`src/rtl/stream_debug_pkg.sv`:
```
`default_nettype none
// ============================================================================
// Module   : stream_debug_pkg
// Brief    : Shared constants for the stream debug monitor: control-word bit
//            positions, readout field codes, status2 marker and legal
//            parameter ranges.
// Revision : 1.0 - initial release
// ============================================================================
package stream_debug_pkg;

  // Bit positions inside the host control word
  localparam int CTRL_SNAP_BIT = 0;
  localparam int CTRL_CLR_BIT  = 1;
  localparam int CTRL_CH_LSB   = 4;
  localparam int CTRL_CH_MSB   = 7;
  localparam int CTRL_FLD_LSB  = 8;
  localparam int CTRL_FLD_MSB  = 9;

  // Readout field codes
  typedef enum logic [1:0] {
    FLD_BEAT   = 2'd0,
    FLD_PKT    = 2'd1,
    FLD_STALL  = 2'd2,
    FLD_STATUS = 2'd3
  } field_e;

  // Top byte of status2: bit 31 set marks a live monitor, rest reserved
  localparam logic [7:0] STATUS2_MARKER = 8'h80;

  // Per-channel counter indices
  localparam int NUM_CNT   = 3;
  localparam int CNT_BEAT  = 0;
  localparam int CNT_PKT   = 1;
  localparam int CNT_STALL = 2;

  // Legal parameter ranges
  localparam int NUM_CH_MIN      = 1;
  localparam int NUM_CH_MAX      = 16;
  localparam int CNT_WIDTH_MIN   = 8;
  localparam int CNT_WIDTH_MAX   = 32;
  localparam int LED_DIV_BIT_MIN = 3;
  localparam int LED_DIV_BIT_MAX = 31;

endpackage
`default_nettype wire

```
`src/rtl/stream_debug_chan_cnt.sv`:
```
`default_nettype none
// ============================================================================
// Module   : stream_debug_chan_cnt
// Brief    : One monitored channel: live beat/packet/stall counters with
//            saturate-or-wrap behaviour, sticky overflow flag, and shadow
//            copies loaded on snapshot.
// Revision : 1.0 - initial release
// ============================================================================
module stream_debug_chan_cnt
  import stream_debug_pkg::*;
#(
  parameter int CNT_WIDTH = 32,
  parameter int SATURATE  = 1
) (
  input  logic                 clk,
  input  logic                 rst,
  input  logic                 tvalid,
  input  logic                 tready,
  input  logic                 tlast,
  input  logic                 snap,
  input  logic                 clr,
  output logic [CNT_WIDTH-1:0] shadow_beat,
  output logic [CNT_WIDTH-1:0] shadow_pkt,
  output logic [CNT_WIDTH-1:0] shadow_stall,
  output logic                 ovf
);

  localparam logic [CNT_WIDTH-1:0] c_one = {{(CNT_WIDTH-1){1'b0}}, 1'b1};

  logic [NUM_CNT-1:0]   inc;
  logic [NUM_CNT-1:0]   hit;
  logic [CNT_WIDTH-1:0] shadow [NUM_CNT];

  assign inc[CNT_BEAT]  = tvalid & tready;
  assign inc[CNT_PKT]   = tvalid & tready & tlast;
  assign inc[CNT_STALL] = tvalid & ~tready;

  for (genvar k = 0; k < NUM_CNT; k++) begin : g_cnt
    logic [CNT_WIDTH-1:0] live;
    logic [CNT_WIDTH-1:0] live_nxt;
    logic [CNT_WIDTH-1:0] shadow_q;
    logic                 at_max;

    // Next live value: hold, step, or at all-ones either stick or roll over
    always_comb begin
      at_max   = &live;
      live_nxt = live;
      if (inc[k]) begin
        if (at_max) begin
          live_nxt = (SATURATE != 0) ? live : '0;
        end else begin
          live_nxt = live + c_one;
        end
      end
    end

    assign hit[k] = inc[k] & at_max;

    // Live counter register; clear wins over a same-cycle increment
    always_ff @(posedge clk) begin
      if (rst) begin
        live <= '0;
      end else if (clr) begin
        live <= '0;
      end else begin
        live <= live_nxt;
      end
    end

    // Shadow captures the registered value, so a same-cycle beat is excluded
    always_ff @(posedge clk) begin
      if (rst) begin
        shadow_q <= '0;
      end else if (snap) begin
        shadow_q <= live;
      end
    end

    assign shadow[k] = shadow_q;
  end

  // Sticky overflow: any counter of this channel stepping past all-ones
  always_ff @(posedge clk) begin
    if (rst) begin
      ovf <= 1'b0;
    end else if (clr) begin
      ovf <= 1'b0;
    end else if (|hit) begin
      ovf <= 1'b1;
    end
  end

  assign shadow_beat  = shadow[CNT_BEAT];
  assign shadow_pkt   = shadow[CNT_PKT];
  assign shadow_stall = shadow[CNT_STALL];

endmodule
`default_nettype wire

```
`src/rtl/stream_debug_monitor.sv`:
```
`default_nettype none
// ============================================================================
// Module   : stream_debug_monitor
// Brief    : Per-channel AXI-Stream beat/packet/stall monitor with host
//            snapshot/clear via the GPIO output word, selectable readout on
//            the GPIO input words and a heartbeat/error LED pattern.
// Revision : 1.0 - initial release
// ============================================================================
module stream_debug_monitor
  import stream_debug_pkg::*;
#(
  parameter int NUM_CH      = 3,
  parameter int CNT_WIDTH   = 32,
  parameter int SATURATE    = 1,
  parameter int LED_DIV_BIT = 23
) (
  input  logic              c0_ddr4_clk,
  input  logic              c0_ddr4_rst,
  input  logic [NUM_CH-1:0] mon_tvalid,
  input  logic [NUM_CH-1:0] mon_tready,
  input  logic [NUM_CH-1:0] mon_tlast,
  input  logic              err_in,
  input  logic [7:0]        latest_buf,
  input  logic [31:0]       ctrl_in,
  output logic [31:0]       status_out,
  output logic [31:0]       status2_out,
  output logic [3:0]        user_led
);

  localparam logic [7:0] c_num_ch    = 8'(NUM_CH);
  localparam logic [7:0] c_cnt_width = 8'(CNT_WIDTH);

  // Registered copy of the control fields that matter
  logic       snap_r;
  logic       clr_r;
  logic [3:0] ch_sel_r;
  field_e     fld_sel_r;

  logic        snap_pulse;
  logic        clr_pulse;
  logic [7:0]  snap_seq;
  logic        err_sticky;
  logic [31:0] hb;
  logic [31:0] status_nxt;

  // Shadow values padded to the full 16-channel select range; unused
  // channels read as zero so an out-of-range select needs no extra check
  logic [31:0] sh_beat  [16];
  logic [31:0] sh_pkt   [16];
  logic [31:0] sh_stall [16];
  logic [15:0] ovf_all;

  assign snap_pulse = ctrl_in[CTRL_SNAP_BIT] & ~snap_r;
  assign clr_pulse  = ctrl_in[CTRL_CLR_BIT]  & ~clr_r;

  // Control word register: edge-detect history and readout selects
  always_ff @(posedge c0_ddr4_clk) begin
    if (c0_ddr4_rst) begin
      snap_r    <= 1'b0;
      clr_r     <= 1'b0;
      ch_sel_r  <= 4'd0;
      fld_sel_r <= FLD_BEAT;
    end else begin
      snap_r    <= ctrl_in[CTRL_SNAP_BIT];
      clr_r     <= ctrl_in[CTRL_CLR_BIT];
      ch_sel_r  <= ctrl_in[CTRL_CH_MSB:CTRL_CH_LSB];
      fld_sel_r <= field_e'(ctrl_in[CTRL_FLD_MSB:CTRL_FLD_LSB]);
    end
  end

  for (genvar i = 0; i < 16; i++) begin : g_chan
    if (i < NUM_CH) begin : g_live
      logic [CNT_WIDTH-1:0] s_beat;
      logic [CNT_WIDTH-1:0] s_pkt;
      logic [CNT_WIDTH-1:0] s_stall;
      logic                 ch_ovf;

      stream_debug_chan_cnt #(
        .CNT_WIDTH (CNT_WIDTH),
        .SATURATE  (SATURATE)
      ) u_chan (
        .clk          (c0_ddr4_clk),
        .rst          (c0_ddr4_rst),
        .tvalid       (mon_tvalid[i]),
        .tready       (mon_tready[i]),
        .tlast        (mon_tlast[i]),
        .snap         (snap_pulse),
        .clr          (clr_pulse),
        .shadow_beat  (s_beat),
        .shadow_pkt   (s_pkt),
        .shadow_stall (s_stall),
        .ovf          (ch_ovf)
      );

      assign sh_beat[i]  = 32'(s_beat);
      assign sh_pkt[i]   = 32'(s_pkt);
      assign sh_stall[i] = 32'(s_stall);
      assign ovf_all[i]  = ch_ovf;
    end else begin : g_absent
      assign sh_beat[i]  = 32'h0;
      assign sh_pkt[i]   = 32'h0;
      assign sh_stall[i] = 32'h0;
      assign ovf_all[i]  = 1'b0;
    end
  end

  // Snapshot sequence number, wraps at 8 bits; clear leaves it alone
  always_ff @(posedge c0_ddr4_clk) begin
    if (c0_ddr4_rst) begin
      snap_seq <= 8'd0;
    end else if (snap_pulse) begin
      snap_seq <= snap_seq + 8'd1;
    end
  end

  // Sticky core error; clear overrides a same-cycle error
  always_ff @(posedge c0_ddr4_clk) begin
    if (c0_ddr4_rst) begin
      err_sticky <= 1'b0;
    end else if (clr_pulse) begin
      err_sticky <= 1'b0;
    end else if (err_in) begin
      err_sticky <= 1'b1;
    end
  end

  // Readout mux driven from registered selects
  always_comb begin
    status_nxt = 32'h0;
    case (fld_sel_r)
      FLD_BEAT:   status_nxt = sh_beat[ch_sel_r];
      FLD_PKT:    status_nxt = sh_pkt[ch_sel_r];
      FLD_STALL:  status_nxt = sh_stall[ch_sel_r];
      FLD_STATUS: status_nxt = {err_sticky, 7'b0, ovf_all, latest_buf};
      default:    status_nxt = 32'h0;
    endcase
  end

  // Registered readout keeps inputs off any combinational output path
  always_ff @(posedge c0_ddr4_clk) begin
    if (c0_ddr4_rst) begin
      status_out <= 32'h0;
    end else begin
      status_out <= status_nxt;
    end
  end

  assign status2_out = {STATUS2_MARKER, snap_seq, c_num_ch, c_cnt_width};

  // Free-running heartbeat counter
  always_ff @(posedge c0_ddr4_clk) begin
    if (c0_ddr4_rst) begin
      hb <= 32'h0;
    end else begin
      hb <= hb + 32'd1;
    end
  end

  // Walking pattern when healthy, all four LEDs blinking together on error
  always_comb begin
    user_led = hb[LED_DIV_BIT -: 4];
    if (err_sticky) begin
      user_led = {4{hb[LED_DIV_BIT]}};
    end
  end

  // Control bits with no function and heartbeat bits outside the LED tap
  logic unused_sink;
  assign unused_sink = ^{ctrl_in[31:10], ctrl_in[3:2], hb};

endmodule
`default_nettype wire

```
`config.mk`:
```
export PLATFORM = sky130hd
export DESIGN_NAME = stream_debug_monitor
export DESIGN_NICKNAME = d
export VERILOG_FILES = /design/src/rtl/stream_debug_pkg.sv /design/src/rtl/stream_debug_chan_cnt.sv /design/src/rtl/stream_debug_monitor.sv
export SDC_FILE = /design/constraint.sdc
export NUM_CORES = 1
export LEC_CHECK = 0
export CAP_MARGIN = 10
export CORE_ASPECT_RATIO = 0.6
export CORE_MARGIN = 3
export CORE_UTILIZATION = 30
export CTS_BUF_LIST = sky130_fd_sc_hd__clkbuf_4 sky130_fd_sc_hd__clkbuf_8 sky130_fd_sc_hd__clkbuf_16
export CTS_CLUSTER_DIAMETER = 120
export CTS_CLUSTER_SIZE = 20
export DETAILED_ROUTE_END_ITERATION = 6
export GPL_TIMING_DRIVEN = 0
export PLACE_DENSITY = 0.49
export SLEW_MARGIN = 20
export SYNTH_ARGS = -nofsm -noshare
export SYNTH_HDL_FRONTEND = slang
export SYNTH_SLANG_ARGS = --single-unit
```
`constraint.sdc`:
```
create_clock -name c0_ddr4_clk -period 5.2 [get_ports c0_ddr4_clk]
set_clock_uncertainty 0.05 [all_clocks]
set_input_delay 1.04 -clock c0_ddr4_clk [delete_from_list [all_inputs] [get_ports c0_ddr4_clk]]
set_output_delay 1.04 -clock c0_ddr4_clk [all_outputs]
set_load 0.02 [all_outputs]
```
==> flow_metrics.env <==
export IMPL_fin_util=0.341
export IMPL_ir_drop_uv=250
export IMPL_yosys_most_used_dff="dfxtp_1"
export IMPL_synth_compound_area_share=0.174
export IMPL_cts_buffers=38
export IMPL_cap_violations=0
export IMPL_required_ns=5.60
export IMPL_synthDistinctLibCells=72
export IMPL_grt_max_degree=21
export IMPL_cp_max_fo=10
export IMPL_cts_tree="built"
export IMPL_clockPowerShare=0.364
export IMPL_p_leak_uw=0.00967
export IMPL_ant_nets=0
export IMPL_rsz0062_at_grt="no"
export IMPL_synth_top_family_by_area="simple AND/OR/NAND/NOR gates"
export IMPL_worst_r2r_endpoint="status_out[24]"
export IMPL_yosysSeqAreaShare=0.443
export IMPL_relSlewSlack=0.161
export IMPL_initial_core_util=0.305
export IMPL_post_cts_resized=0
export IMPL_synthSimpleGateAreaFrac=0.259
export IMPL_root_buffer="clkbuf_16"
export IMPL_die_y_um=249
export IMPL_drive_above_1_share=0.0432
export IMPL_dp_hpwl_mm=95.6
export IMPL_synth_most_common_cell="nand2_1"
export IMPL_drv_slew=0
export IMPL_period_minus_slack_ns=4.48
export IMPL_globalplace_congestion=0.951
export IMPL_io_pins=120
export IMPL_drc_errors=2
export IMPL_fmax_mhz=223
export IMPL_violations="DRC"
export IMPL_setup_viol=0
export IMPL_worstHoldPathType="reg -> reg"
export IMPL_ys_ff_latch=652
export IMPL_drt_initial_drc_count=3547
export IMPL_detail_route_vias_per_cell=5.50
export IMPL_synth_xor_area_share=0.0333
export IMPL_worstSkewPairLatency_ns=0.62
export IMPL_min_path_cells=2
export IMPL_muxShareOfSynthArea=0.0404
export IMPL_num_rows=88
export IMPL_cp_data_arrival_time_ns=4.88
export IMPL_grt_ovfl_total=0
export IMPL_nNetsFinal=3838
export IMPL_core_area_mm2=0.0968
export IMPL_dieArea_mm2=0.102
export IMPL_wl_per_cell_um=24.0
export IMPL_synth_top_cell_area_share=0.443
export IMPL_pwr_share_comb=0.070
export IMPL_multi_input_area_mm2=0.0152
export IMPL_port_buffers=70
export IMPL_met3_usage=0.0770
export IMPL_ys_async_sr_fraction=0
export IMPL_grt_pass1_wl_mm=174
export IMPL_ctsLongestPathBuffers=3
export IMPL_holdPathEnd="g_chan[0].g_live.u_chan.shadow_beat[24]"
export IMPL_netlist_instances=3643
export IMPL_cts_setup_buffers=0
export IMPL_cts_hold_buf=0
export IMPL_ctsHtreeMaxLevel=2
export IMPL_grt_util_met1=0.381
export IMPL_final_area_mm2=0.0330
export IMPL_crit_type="in -> reg"
export IMPL_antenna_found_initial=9
export IMPL_drt_pass1_iterations=7
export IMPL_power_switching_uw=2320
export IMPL_busiest_layer="met1"
export IMPL_num_fill_cells=10248
export IMPL_synthTopCellsByCount="nand2_1 (753), dfxtp_1 (652), a21oi_1 (461), clkbuf_1 (210), nor2_1 (178)"
export IMPL_syn_to_final_growth_pct=11.9
export IMPL_p_seq_frac=0.566
export IMPL_dieWidth_um=411
export IMPL_holdCritStartpoint="g_chan[0].g_live.u_chan.shadow_beat[24]"
export IMPL_reg2reg_slack_ns=1.51
export IMPL_switching_share=0.261
export IMPL_start_kind="input port"
export IMPL_status="complete, but fails checks"
export IMPL_rr_worst_depth=6
export IMPL_r2r_start="ch_sel_r[1]"
export IMPL_hold_violations=0
export IMPL_worst_pin_slew_ns=1.26
export IMPL_place_area_mm2=0.0319
export IMPL_vias=27968
export IMPL_use_met2=0.273
export IMPL_synth_adder_area_share=0.00467
export IMPL_synth_area_leader_cell="dfxtp_1"
export IMPL_seqCellArea_mm2=0.0131
export IMPL_clk_pin_slew_ns=0.09
export IMPL_grt_use_total=0.230
export IMPL_synth_edf_count=0
export IMPL_crit_path_end_kind="flip-flop"
export IMPL_cts_sinks=652
export IMPL_first_global_vias=24469
export IMPL_min_period_over_period=0.862
export IMPL_wl_mm=122
export IMPL_intPower_uw=6550
export IMPL_synth_area_mm2=0.0295
export IMPL_power_density_mw_per_mm2=269
export IMPL_yosys_warnings=0
export IMPL_syn_avg_cell_area_um2=8.10
export IMPL_synth_area_leaders="dfxtp_1 (44%), nand2_1 (9.6%), a21oi_1 (7.8%)"
export IMPL_p_total_uw=8870
-- sequential cells by signal, summed over array words and instances, names as in the netlist, 2 cells and up --
register and count:
g_chan.g_live.u_chan.shadow_beat 96, ch_sel_r 4, g_chan.g_live.u_chan.ovf 3, g_chan.g_live.u_chan.g_cnt.live 288, status_out 32, hb 24
snap_seq 8, g_chan.g_live.u_chan.shadow_stall 96, g_chan.g_live.u_chan.shadow_pkt 96, fld_sel_r 2
-- critical path, cell delays in order --
cell and delay [ns]:
clkbuf_1 0.84, a21o_1 0.14, clkbuf_2 0.47, clkbuf_2 0.62, clkbuf_2 0.72, clkbuf_1 0.87, a21oi_1 0.08
-- metal layers --
| layer | wire, µm | vias to the layer above |
|---|---|---|
| met5 | 0 | - |
| met4 | 2010 | 0 |
| met3 | 15100 | 103 |
| met2 | 42600 | 1134 |
| met1 | 62600 | 13505 |
| li1 | - | 13226 |
-- worst max-delay path by stage --
stage                        from                                        end  slack (ns)  depth (start not counted)
global placement      c0_ddr4_rst  g_chan[2].g_live.u_chan.g_cnt[2].live[29]       -1.38                          7
detailed placement    c0_ddr4_rst  g_chan[0].g_live.u_chan.g_cnt[1].live[18]       -0.05                          7
floorplan           mon_tready[1]  g_chan[1].g_live.u_chan.g_cnt[2].live[20]        2.36                          7
CTS                   c0_ddr4_rst  g_chan[0].g_live.u_chan.g_cnt[1].live[18]        0.58                          7
finish                c0_ddr4_rst  g_chan[2].g_live.u_chan.g_cnt[2].live[30]        0.72                          7
global route          c0_ddr4_rst  g_chan[2].g_live.u_chan.g_cnt[2].live[29]        0.68                          7
-- cell usage in the layout (no fill, tap or decap), types with 74 or more instances in the layout --
cell / count
nand2_1: 753
dfxtp_1: 652
mux2i_1: 92
nand3_1: 106
nor2_1: 178
or3_1: 93
or4_1: 74
a21oi_1: 461
nand4_1: 106
o21ai_0: 139
clkbuf_1: 196
-- layout make-up --
| cell class | count | share of cell area |
|---|---|---|
| multi-input combinational | 2693 | 0.460 |
| inverter | 51 | 0.00580 |
| timing repair buffer | 70 | 0.0212 |
| clock inverter | 1 | 0.000265 |
| tap | 1305 | 0.0495 |
| antenna | 5 | 0.000379 |
| buffer | 269 | 0.0358 |
| clock buffer | 41 | 0.0311 |
| sequential | 652 | 0.395 |
-- metrics by stage --
step                hold slack [ns]  TNS (ns)  setup WS, ns  std cells
floorplan                     0.383         0          2.36       3665
global placement              0.391   -179.00         -1.38       5040
detailed placement            0.397    -0.384       -0.0521       5040
CTS                           0.409         0         0.579       5082
global route                  0.423         0         0.676       5082
finish                        0.409         0         0.716       5087
-- power groups by stage --
stage | Sequential [µW] | Clock [µW] | Combinational [µW]
2_1_floorplan | 5140 | 0 | 315
3_3_place_gp | 5140 | 0 | 601
3_5_place_dp | 5140 | 0 | 600
4_1_cts | 5030 | 3280 | 602
5_1_grt | 5030 | 3450 | 649
6_report | 5030 | 3230 | 618
-- kinds of logic after synthesis --
| logic type | Yosys count |
|---|---|
| AOI/OAI and AO/OA | 868 |
| xor gates and xnor gates | 112 |
| adders and majority gates | 11 |
| buffers and inverters | 320 |
| DFF | 652 |
| muxes | 116 |
| other | 2 |
| and+or+nand+nor | 1562 |
No activity file was read; power rests on OpenSTA's default activity.
